**config.mk**
```make
export PLATFORM = sky130hd
export DESIGN_NAME = jk_ff_bist
export DESIGN_NICKNAME = d
export VERILOG_FILES = /design/src/rtl/jk_bist_pkg.sv /design/src/rtl/jk_lfsr8.sv /design/src/rtl/jk_ff_bist.sv
export SDC_FILE = /design/constraint.sdc
export NUM_CORES = 1
export LEC_CHECK = 0
export ABC_AREA = 0
export BUFFER_PORTS_ARGS = -buffer_cell sky130_fd_sc_hd__clkbuf_2
export CAP_MARGIN = 20
export CORE_MARGIN = 2
export CORE_UTILIZATION = 35
export DETAILED_ROUTE_END_ITERATION = 6
export GPL_ROUTABILITY_DRIVEN = 0
export PLACE_DENSITY = 0.6
export SLEW_MARGIN = 10
export SYNTH_ARGS = -nofsm -noshare
export SYNTH_HDL_FRONTEND = slang
export SYNTH_SLANG_ARGS = --single-unit
```
**constraint.sdc**
```tcl
create_clock -name clk -period 2.1 [get_ports clk]
set_clock_uncertainty 0.05 [all_clocks]
set_input_delay 0.105 -clock clk [delete_from_list [all_inputs] [get_ports clk]]
set_output_delay 0.105 -clock clk [all_outputs]
set_load 0.01 [all_outputs]
```
**src/rtl/jk_bist_pkg.sv**
```systemverilog
// rtl/jk_bist_pkg.sv - shared types, JK codes, directed patterns and JK next-state helper
package jk_bist_pkg;

   typedef enum logic [2:0] {
      ST_IDLE,
      ST_DRIVE,
      ST_WAIT,
      ST_CHECK,
      ST_DONE
   } state_t;

   // JK codes are packed {J, K}
   localparam logic [1:0] JK_HOLD = 2'b00;
   localparam logic [1:0] JK_RST  = 2'b01;
   localparam logic [1:0] JK_SET  = 2'b10;
   localparam logic [1:0] JK_TGL  = 2'b11;

   localparam int DIR_STEPS = 16;

   // Step 0 is a reset so the flip-flop's power-up value never reaches a comparison
   localparam logic [1:0] DIR_PATTERN [DIR_STEPS] = '{
      JK_RST,  JK_HOLD, JK_HOLD, JK_SET,
      JK_HOLD, JK_TGL,  JK_TGL,  JK_TGL,
      JK_TGL,  JK_RST,  JK_SET,  JK_TGL,
      JK_HOLD, JK_RST,  JK_TGL,  JK_HOLD
   };

   // Right-shifting Galois form of x^8+x^6+x^5+x^4+1
   localparam logic [7:0] LFSR_TAPS = 8'hB8;

   function automatic logic jk_next(input logic q, input logic j, input logic k);
      logic r;
      case ({j, k})
         JK_HOLD: r = q;
         JK_RST:  r = 1'b0;
         JK_SET:  r = 1'b1;
         default: r = ~q;
      endcase
      return r;
   endfunction

endpackage

```
**src/rtl/jk_lfsr8.sv**
```systemverilog
// rtl/jk_lfsr8.sv - 8-bit Galois LFSR supplying random JK patterns
module jk_lfsr8
   import jk_bist_pkg::*;
(
   input  logic       clk,
   input  logic       rst,
   input  logic       load,
   input  logic [7:0] seed,
   input  logic       shift,
   output logic [1:0] out_bits,
   output logic [1:0] next_bits
);

   logic [7:0] state;
   logic [7:0] state_nxt;

   // One Galois step; the all-zero lockup state is never loaded
   always_comb begin
      state_nxt = state[0] ? ((state >> 1) ^ LFSR_TAPS) : (state >> 1);
   end

   assign out_bits  = state[1:0];
   assign next_bits = state_nxt[1:0];

   // Load has priority over shift; a zero seed is replaced by 1
   always_ff @(posedge clk) begin
      if (rst) begin
         state <= 8'h01;
      end else if (load) begin
         state <= (seed == 8'h00) ? 8'h01 : seed;
      end else if (shift) begin
         state <= state_nxt;
      end
   end

endmodule

```
**src/rtl/jk_ff_bist.sv**
```systemverilog
// rtl/jk_ff_bist.sv - self-test driver and checker for a master-slave JK flip-flop
module jk_ff_bist
   import jk_bist_pkg::*;
#(
   parameter int         RAND_STEPS = 16,
   parameter logic [7:0] SEED       = 8'hA5
) (
   input  logic       clk,
   input  logic       rst,
   input  logic       start,
   output logic       J,
   output logic       K,
   input  logic       Q,
   input  logic       Qn,
   output logic       busy,
   output logic       done,
   output logic       pass,
   output logic [7:0] err_count,
   output logic [7:0] first_fail_step
);

   localparam int         TOTAL_STEPS = DIR_STEPS + RAND_STEPS;
   localparam logic [7:0] LAST_STEP   = 8'(TOTAL_STEPS - 1);

   state_t     state;
   logic [7:0] step;
   logic [7:0] step_inc;
   logic       exp_q;
   logic       q_s;
   logic       qn_s;
   logic       mismatch;
   logic [7:0] err_inc;
   logic [1:0] next_pat;
   logic       lfsr_load;
   logic       lfsr_shift;
   logic [1:0] lfsr_bits;
   logic [1:0] lfsr_next_bits;

   jk_lfsr8 u_lfsr (
      .clk       (clk),
      .rst       (rst),
      .load      (lfsr_load),
      .seed      (SEED),
      .shift     (lfsr_shift),
      .out_bits  (lfsr_bits),
      .next_bits (lfsr_next_bits)
   );

   // Control strobes, compare result and the pattern for the step after this one
   always_comb begin
      lfsr_load  = ((state == ST_IDLE) || (state == ST_DONE)) && start;
      lfsr_shift = (state == ST_CHECK) && (step >= 8'(DIR_STEPS));
      mismatch   = (q_s != exp_q) || (qn_s != ~exp_q);
      err_inc    = (err_count == 8'hFF) ? 8'hFF : err_count + 8'd1;
      step_inc   = step + 8'd1;
      if (step_inc < 8'(DIR_STEPS)) begin
         next_pat = DIR_PATTERN[step_inc[3:0]];
      end else if (lfsr_shift) begin
         // the LFSR advances on this same edge, so the next step uses its new value
         next_pat = lfsr_next_bits;
      end else begin
         next_pat = lfsr_bits;
      end
   end

   // Sequencer: DRIVE a pattern, WAIT for the slave, CHECK against the model
   always_ff @(posedge clk) begin
      if (rst) begin
         state           <= ST_IDLE;
         J               <= 1'b0;
         K               <= 1'b0;
         busy            <= 1'b0;
         done            <= 1'b0;
         pass            <= 1'b0;
         err_count       <= 8'h00;
         first_fail_step <= 8'hFF;
         step            <= 8'h00;
         exp_q           <= 1'b0;
         q_s             <= 1'b0;
         qn_s            <= 1'b0;
      end else begin
         case (state)
            ST_IDLE, ST_DONE: begin
               if (start) begin
                  state           <= ST_DRIVE;
                  step            <= 8'h00;
                  err_count       <= 8'h00;
                  first_fail_step <= 8'hFF;
                  {J, K}          <= DIR_PATTERN[0];
                  busy            <= 1'b1;
                  done            <= 1'b0;
                  pass            <= 1'b0;
               end
            end
            ST_DRIVE: begin
               exp_q  <= jk_next(exp_q, J, K);
               {J, K} <= JK_HOLD;
               state  <= ST_WAIT;
            end
            ST_WAIT: begin
               q_s   <= Q;
               qn_s  <= Qn;
               state <= ST_CHECK;
            end
            ST_CHECK: begin
               if (mismatch) begin
                  err_count <= err_inc;
                  if (err_count == 8'h00) begin
                     first_fail_step <= step;
                  end
               end
               if (step == LAST_STEP) begin
                  state <= ST_DONE;
                  busy  <= 1'b0;
                  done  <= 1'b1;
                  pass  <= !mismatch && (err_count == 8'h00);
               end else begin
                  step   <= step_inc;
                  {J, K} <= next_pat;
                  state  <= ST_DRIVE;
               end
            end
            default: begin
               state <= ST_IDLE;
            end
         endcase
      end
   end

endmodule

```
==> reports/qor.txt, run 1 <==
Outcome = complete, no violations
Netlist cell types = 52
Dpl cells = 386
CP max FO = 9
Final period utilization = 90.4%
Worst min path class = input port to flop
Setup CP Type = flop to flop
Flop2flop setup slack = 200 ps
Worst skew pair latency = 290 ps
Flip-flop and latch area = 861 um^2
Sequential area share after synthesis = 37.0%
Arrival time at the worst endpoint = 2050 ps
Die Footprint = 7320 um^2
Syn_nets = 302
Initial core utilization = 36.5%
Final TNS setup = 0 ps
CP max stage delay = 440 ps
Most common cell after layout, fill and taps aside = dfxtp_1
Critical path endpoint category = flop
Largest net degree at the start of global routing = 27
Vias = 2155
FF-to-FF Start = step[1]$_SDFFE_PP0P_
Post-DP HPWL = 4.01 mm
Die Height = 85.6 um
Gr usage total = 15.9%
Clk root buf = clkbuf_8
# diodes = 0
Post-route ant nets = 0
Worst Setup SP = step[1]$_SDFFE_PP0P_
# DRC = 0
Final Net Count = 330
Least-Margin Pin Slew = 456 ps
Worst VDD drop = 0.000344 V
Crit path launch type = flop
Synth-to-layout area growth = 15.7%
FF-to-FF path depth = 6
First DRT Iteration DRCs = 163
#FFs+latches synth = 43
Fmax = 0.527 GHz
Worst-path clk slew = 80 ps
Drt total wl = 5.61 mm
Average routed wire per standard cell = 14.2 um
Worst Path Required = 2260 ps
Mapped Avg Cell Area = 8.06 um^2
Critical-path top delay cell = dfxtp_1
Total of max-cap violations = 0
Pre-antenna DRT Iters = 4
Fill cells = 660
Die W = 85.6 um
Most frequent cells in the layout = dfxtp_1, nor2_1, a21oi_1
Share of flip-flops with an asynchronous set or reset = 0%
Critical Path, Cell by Cell = ha_2 -> nand3_1 -> mux2i_1 -> o22a_1 -> mux2_4 -> o32ai_2
Final period demand of the worst path = 1900 ps
Initial antenna violation count = 0
Port Buffer Count = 25
Static leakage = 1.04 nW
Top FF cell, synth = dfxtp_1
Final instance area = 2690 um^2
I/O Pins = 26
Placeable Area = 6390 um^2
Vias in the first global route = 1979
FP Rows = 29
Via density = 5.46
Max_slew headroom = 69.4%
Cell area after synthesis = 2330 um^2
EDFF count, synth = 0
Layout cells sized above 1 = 17.0%
Yosys warnings = 0
Hold Path Sink = qn_s$_SDFFE_PP0P_
Clock Sink Count = 43
Cells after Synth = 289
H-tree level count = 2
Placed Instance Area = 2550 um^2
PD cells = 729 nW/um^2
Total congestion overflow = 0
Num CTS Buffers = 5
Final setup fails = 0
Unrepaired setup endpoints after global routing = false
Maximum clock path buffer count = 2
CTS tree = yes
Finished Layout Cells = 395
Multi-input logic area = 1310 um^2
R2r endpoint = J$_SDFFE_PP0P_
Final hold vios = 0
Global-route wire length before repair = 9.49 mm
WHS Path Cells = 3
Max-slew violation count = 0
Hold_sp = Qn
## where the power goes
| part | internal, mW | switching (mW) |
|---|---|---|
| combinational | 0.120 | 0.189 |
| sequential | 0.855 | 0.0378 |
| clock | 0.475 | 0.287 |
| total | 1.45 | 0.514 |
## what timing repair did
action / CTS / global route
gates resized for setup: 0 / 1
hold endpoints to repair: 1 / 0
setup endpoints to repair: 0 / 3
hold buffers: 1 / 0
buffers inserted: 0 / 0
## cell type report
class,count,area share (%)
Inverter,10,1.39
Clock inverter,2,2.23
Multi-Input combinational cell,215,48.7
Clock buffer,6,2.69
Timing Repair Buffer,42,9.48
Tap cell,77,3.58
Sequential cell,43,32.0
## logic make-up (layout without fill, tap and decap cells)
logic type	count (synthesis)	count (layout)	share of synthesized area, %
fa+ha+maj	9	9	4.73
compound gates	81	81	20.8
simple gates	109	109	23.9
mux	10	10	4.51
buf+inv	31	60	6.82
flops	43	43	37.0
xor+xnor	6	6	2.26
## registers in the layout, indices dropped and copies added (netlist names)
| register | count |
|---|---|
| J | 1 |
| K | 1 |
| busy | 1 |
| done | 1 |
| err_count | 8 |
| exp_q | 1 |
| first_fail_step | 8 |
| pass | 1 |
| q_s | 1 |
| qn_s | 1 |
| state | 3 |
| step | 8 |
| u_lfsr.state | 8 |
## synthesized netlist by cell type (all sizes together), types with 2 or more instances
master  count  area, um^2
dfxtp      43         861
nor2       34         128
a21oi      29         145
o21ai      28         140
nand2      15        56.3
nor3       15        75.1
nand3      13        65.1
buf        12        86.3
inv        10        37.5
clkbuf      9        35.0
mux2i       9        90.1
ha          8         100
and3        5        31.3
xnor2       5        43.8
a211oi      4        30.0
a22oi       3        22.5
nand2b      3        18.8
nand3b      3        22.5
nor4        3        25.0
or3         3        18.8
or3b        3        26.3
a21boi      2        15.0
a21o        2        15.0
and2        2        13.8
nand4       2        12.5
nor2b       2        12.5
o211ai      2        15.0
o22ai       2        12.5
## worst max path at each step
stage | end | depth (start not counted)
global placement | step[0]$_SDFFE_PP0P_ | 6
detailed placement | J$_SDFFE_PP0P_ | 6
finish | J$_SDFFE_PP0P_ | 6
global route | step[0]$_SDFFE_PP0P_ | 6
floorplan | J$_SDFFE_PP0P_ | 6
CTS | J$_SDFFE_PP0P_ | 6
## critical path: cells and delay by family, from the launching register on
kind            cells  cell delay, ps
fa+ha+maj           1             320
flops               1             440
simple gates        1             160
mux                 2             510
compound gates      2             330
## through the flow
| stage | power [mW] | utilization [%] | hold slack, ps | setup WS (ps) |
|---|---|---|---|---|
| after floorplan | 1.14 | - | 202 | 403 |
| after global placement | 1.22 | 39.9 | 299 | 252 |
| after detailed placement | 1.22 | 39.9 | 314 | 168 |
| after CTS | 1.99 | 42.1 | 6.11 | 135 |
| after global routing | 2.06 | 42.2 | 8.78 | 55.4 |
| final | 1.96 | 42.2 | 8.88 | 202 |
## metal layers
metal	GRT usage (%)	vias to the layer above	share of wire, %
met4	3.46	0	0.77
li1	-	1086	-
met3	3.18	6	5.2
met2	26.1	62	46
met5	0	-	0
met1	21.8	1001	48
(Power assumes the default switching activity.)
==> run 2: changes to the inputs <==
Settings changed: CTS_BUF_LIST from default to sky130_fd_sc_hd__clkbuf_16.
==> reports/qor.txt, run 2 (synthesis gave the netlist of run 1 again) <==
Outcome = complete, no violations
Layout cells sized above 1 = 17.0%
Met2 wire length = 2.68 mm
First DRT Iteration DRCs = 131
Die Height = 85.6 um
Largest net degree at the start of global routing = 27
Critical path endpoint category = flop
Worst VDD drop = 0.000328 V
Gr usage total = 16.1%
Num CTS Buffers = 5
Vias in the first global route = 2030
Pre-antenna DRT Iters = 6
FF-to-FF Start = step[1]$_SDFFE_PP0P_
Final TNS setup = 0 ps
Max_slew headroom = 69.7%
Final period demand of the worst path = 1880 ps
Fmax = 0.532 GHz
Synth-to-layout area growth = 17.7%
Static leakage = 1.06 nW
Port Buffer Count = 25
Setup CP Type = flop to flop
R2r endpoint = J$_SDFFE_PP0P_
Flop2flop setup slack = 220 ps
Die Footprint = 7320 um^2
Post-DP HPWL = 4.01 mm
Via density = 5.43
Met3 WL post-DR = 268 um
Post-CTS Hold Fix Bufs = 0
Total congestion overflow = 0
Wl on met1 = 2.72 mm
Final setup fails = 0
PD cells = 802 nW/um^2
Clock Sink Count = 43
CTS tree = yes
Global-route wire length before repair = 9.63 mm
Unrepaired setup endpoints after global routing = false
Top sig layer = met4
Worst min path class = input port to flop
CTS resizes = 0
Setup ws final = 219 ps
Clk root buf = clkbuf_16
Placeable Area = 6390 um^2
Drt total wl = 5.69 mm
Final instance area = 2740 um^2
Worst-path clk slew = 60 ps
Initial core utilization = 36.5%
Initial antenna violation count = 0
Least-Margin Pin Slew = 451 ps
Final hold vios = 0
Total of max-cap violations = 0
Vias = 2139
Die W = 85.6 um
Worst Setup SP = step[1]$_SDFFE_PP0P_
Max-slew violation count = 0
CP max FO = 9
# diodes = 0
Final period utilization = 89.6%
Most frequent cells in the layout = dfxtp_1, nor2_1, a21oi_1
Hold_sp = Qn
Placed Instance Area = 2550 um^2
Average routed wire per standard cell = 14.4 um
Critical path capture point = J$_SDFFE_PP0P_
Setup WS pre-CTS = 168 ps
Post-route ant nets = 0
# DRC = 0
Crit path launch type = flop
Most common cell after layout, fill and taps aside = dfxtp_1
Final Net Count = 329
Maximum clock path buffer count = 2
FP Rows = 29
Arrival time at the worst endpoint = 2030 ps
H-tree level count = 2
FF-to-FF path depth = 6
Worst skew pair latency = 280 ps
Number of post-CTS setup repair buffers = 0
Worst Path Required = 2240 ps
I/O Pins = 26
-- run 2: changes by cell type in the layout (fill, tap and decap cells not counted) --
cell           previous run  this run
clkbuf_8                  5         0
inv_1                    10        11
dlygate4sd3_1             1         0
clkbuf_1                  1         0
clkbuf_16                 0         5
-- run 2: how the worst min path moves through the flow --
stage / to / slack (ps) / depth (start not counted)
after global placement: qn_s$_SDFFE_PP0P_ / 300 / 3
after CTS: step[2]$_SDFFE_PP0P_ / 20 / 2
after detailed placement: qn_s$_SDFFE_PP0P_ / 310 / 3
final: qn_s$_SDFFE_PP0P_ / 20 / 3
after global routing: qn_s$_SDFFE_PP0P_ / 30 / 3
after floorplan: q_s$_SDFFE_PP0P_ / 200 / 2
-- run 2: layout make-up --
| cell class | count | area [um^2] |
|---|---|---|
| Fill cell | 651 | 3650 |
| Multi-Input combinational cell | 215 | 1310 |
| Sequential cell | 43 | 861 |
| Timing Repair Buffer | 41 | 245 |
| Clock buffer | 5 | 125 |
| Tap cell | 77 | 96.3 |
| Clock inverter | 3 | 63.8 |
| Inverter | 10 | 37.5 |
-- run 2: through the flow --
stage	util [%]	hold slack (ps)	total power, mW	std cells
finish	42.9	17.8	2.20	394
floorplan	-	202	1.14	289
global placement	39.9	299	1.22	386
detailed placement	39.9	314	1.22	386
CTS	42.9	19.8	2.22	394
global route	42.9	27.9	2.29	394
-- run 2: report_power, final --
part	total (mW)	internal (mW)	switching, mW	leakage [nW]
logic	0.309	0.118	0.190	0.618
clock network	0.994	0.677	0.317	0.0952
registers	0.894	0.856	0.0381	0.349
-- run 2: critical path, cell delays in order, from the launching register on --
cell and delay [ps]:
dfxtp_1 430, ha_2 320, nand3_1 160, mux2i_1 190, o22a_1 220, mux2_4 320, o32ai_2 110
-- run 2: layer usage --
metal  vias to the layer above  GRT usage (%)
met3                         2           2.69
met2                        53           26.6
met4                         0           4.04
met1                      1002           21.9
li1                       1082              -
met5                         -              0
==> run 3: changes to the inputs <==
Settings changed: RECOVER_POWER from default to 100.
==> reports/qor.txt, run 3 (synthesis gave the netlist of run 1 again) <==
Critical Path, Cell by Cell = ha_2 -> nand3_1 -> mux2i_1 -> o22a_1 -> mux2_1 -> o32ai_2
Initial core utilization = 36.5%
Static leakage = 0.983 nW
Post-route ant nets = 0
Unrepaired setup endpoints after global routing = false
Max-slew violation count = 0
Switching share of total power = 25.0%
Dpl cells = 386
FF-to-FF path depth = 6
Drt total wl = 5.72 mm
Via density = 5.50
Setup CP Type = flop to flop
FF-to-FF Start = step[1]$_SDFFE_PP0P_
Die Footprint = 7320 um^2
# diodes = 0
Combinational share of power = 13.7%
Flop2flop setup slack = 190 ps
Worst VDD drop = 0.000332 V
CTS tree = yes
Fmax = 0.524 GHz
Clock share of power = 45.5%
WHS = 17.8 ps
Most frequent cells in the layout = dfxtp_1, nor2_1, a21oi_1
Synth-to-layout area growth = 15.9%
I/O Pins = 26
Pre-antenna DRT Iters = 5
Final setup fails = 0
Post-DP HPWL = 4.01 mm
Vias in the first global route = 2030
Utilization after layout = 42.3%
# DRC = 0
Final instance area = 2700 um^2
Average routed wire per standard cell = 14.5 um
Maximum clock path buffer count = 2
Placeable Area = 6390 um^2
Final period utilization = 90.9%
Sequential power share = 40.8%
Worst min path class = input port to flop
Worst-path clk slew = 60 ps
Most common cell after layout, fill and taps aside = dfxtp_1
R2r endpoint = J$_SDFFE_PP0P_
Clock Sink Count = 43
CP max stage delay = 420 ps
Critical-path top delay cell = dfxtp_1
Largest net degree at the start of global routing = 27
Outcome = complete, no violations
Total congestion overflow = 0
Die Height = 85.6 um
Finished Layout Cells = 394
Worst Path Required = 2250 ps
Number of post-CTS setup repair buffers = 0
Fill cells = 668
Final TNS setup = 0 ps
Worst Setup SP = step[1]$_SDFFE_PP0P_
Pint = 1.65 mW
Placed Instance Area = 2550 um^2
Initial antenna violation count = 0
Total of max-cap violations = 0
H-tree level count = 2
FP Rows = 29
Arrival time at the worst endpoint = 2060 ps
Die W = 85.6 um
Layout cells sized above 1 = 9.15%
Least-Margin Pin Slew = 470 ps
Worst skew pair latency = 280 ps
Vias = 2167
Global-route wire length before repair = 9.63 mm
Switching pwr = 0.548 mW
CP max FO = 9
Final period demand of the worst path = 1910 ps
Gr usage total = 16.1%
Critical path endpoint category = flop
Final Net Count = 329
Max_slew headroom = 68.5%
Num CTS Buffers = 5
Port Buffer Count = 25
Clk root buf = clkbuf_16
PD cells = 813 nW/um^2
Critical path capture point = J$_SDFFE_PP0P_
Final hold vios = 0
First DRT Iteration DRCs = 98
Crit path launch type = flop
run 3: worst min path at each step:
| stage | from | to | slack (ps) | cells after the start |
|---|---|---|---|---|
| global placement | Qn | qn_s$_SDFFE_PP0P_ | 300 | 3 |
| CTS | rst | step[2]$_SDFFE_PP0P_ | 20 | 2 |
| finish | Qn | qn_s$_SDFFE_PP0P_ | 20 | 3 |
| detailed placement | Qn | qn_s$_SDFFE_PP0P_ | 310 | 3 |
| global route | Qn | qn_s$_SDFFE_PP0P_ | 30 | 3 |
| floorplan | Q | q_s$_SDFFE_PP0P_ | 200 | 2 |
run 3: area by class of cell:
| class | instances | area, um^2 | share of cell area [%] |
|---|---|---|---|
| multi-input cells | 215 | 1310 | 48.4 |
| flip-flops and latches | 43 | 861 | 31.9 |
| repair buffers | 41 | 208 | 7.70 |
| clock buffers | 5 | 125 | 4.64 |
| well taps | 77 | 96.3 | 3.57 |
| clock inverters | 3 | 63.8 | 2.36 |
| inverters | 10 | 37.5 | 1.39 |
run 3: per-layer routing:
layer | wire length, um | up-vias | GRT usage (%)
li1 | - | 1091 | -
met1 | 2730 | 1002 | 21.9
met2 | 2660 | 69 | 26.6
met3 | 297 | 5 | 2.69
met4 | 36 | 0 | 4.04
met5 | 0 | - | 0
run 3: power groups by stage:
| stage | sequential, mW | clock [mW] | combinational [mW] |
|---|---|---|---|
| after detailed placement | 0.911 | 0 | 0.308 |
| final | 0.894 | 0.998 | 0.302 |
| after floorplan | 0.904 | 0 | 0.234 |
| after global placement | 0.910 | 0 | 0.309 |
| after CTS | 0.894 | 1.01 | 0.310 |
| after global routing | 0.902 | 1.04 | 0.339 |
run 3: worst max-delay path: cells and delay by family, from the launching register on:
kind / cells / cell delay, ps
and+or+nand+nor: 1 / 160
adders and majority gates: 1 / 320
muxes: 2 / 540
DFF: 1 / 420
AOI/OAI and AO/OA: 2 / 330
run 3: stage by stage:
stage / power, mW / worst slack [ps]
4_1_cts: 2.22 / 144
2_1_floorplan: 1.14 / 403
6_report: 2.19 / 192
3_3_place_gp: 1.22 / 252
5_1_grt: 2.29 / 50.7
3_5_place_dp: 1.22 / 168
run 3: timing repair:
item | 4_1_cts | 5_1_grt
hold buffers | 0 | 0
resized for setup | 0 | 1
endpoints found under the hold margin | 0 | 0
endpoints found under the setup margin | 0 | 2
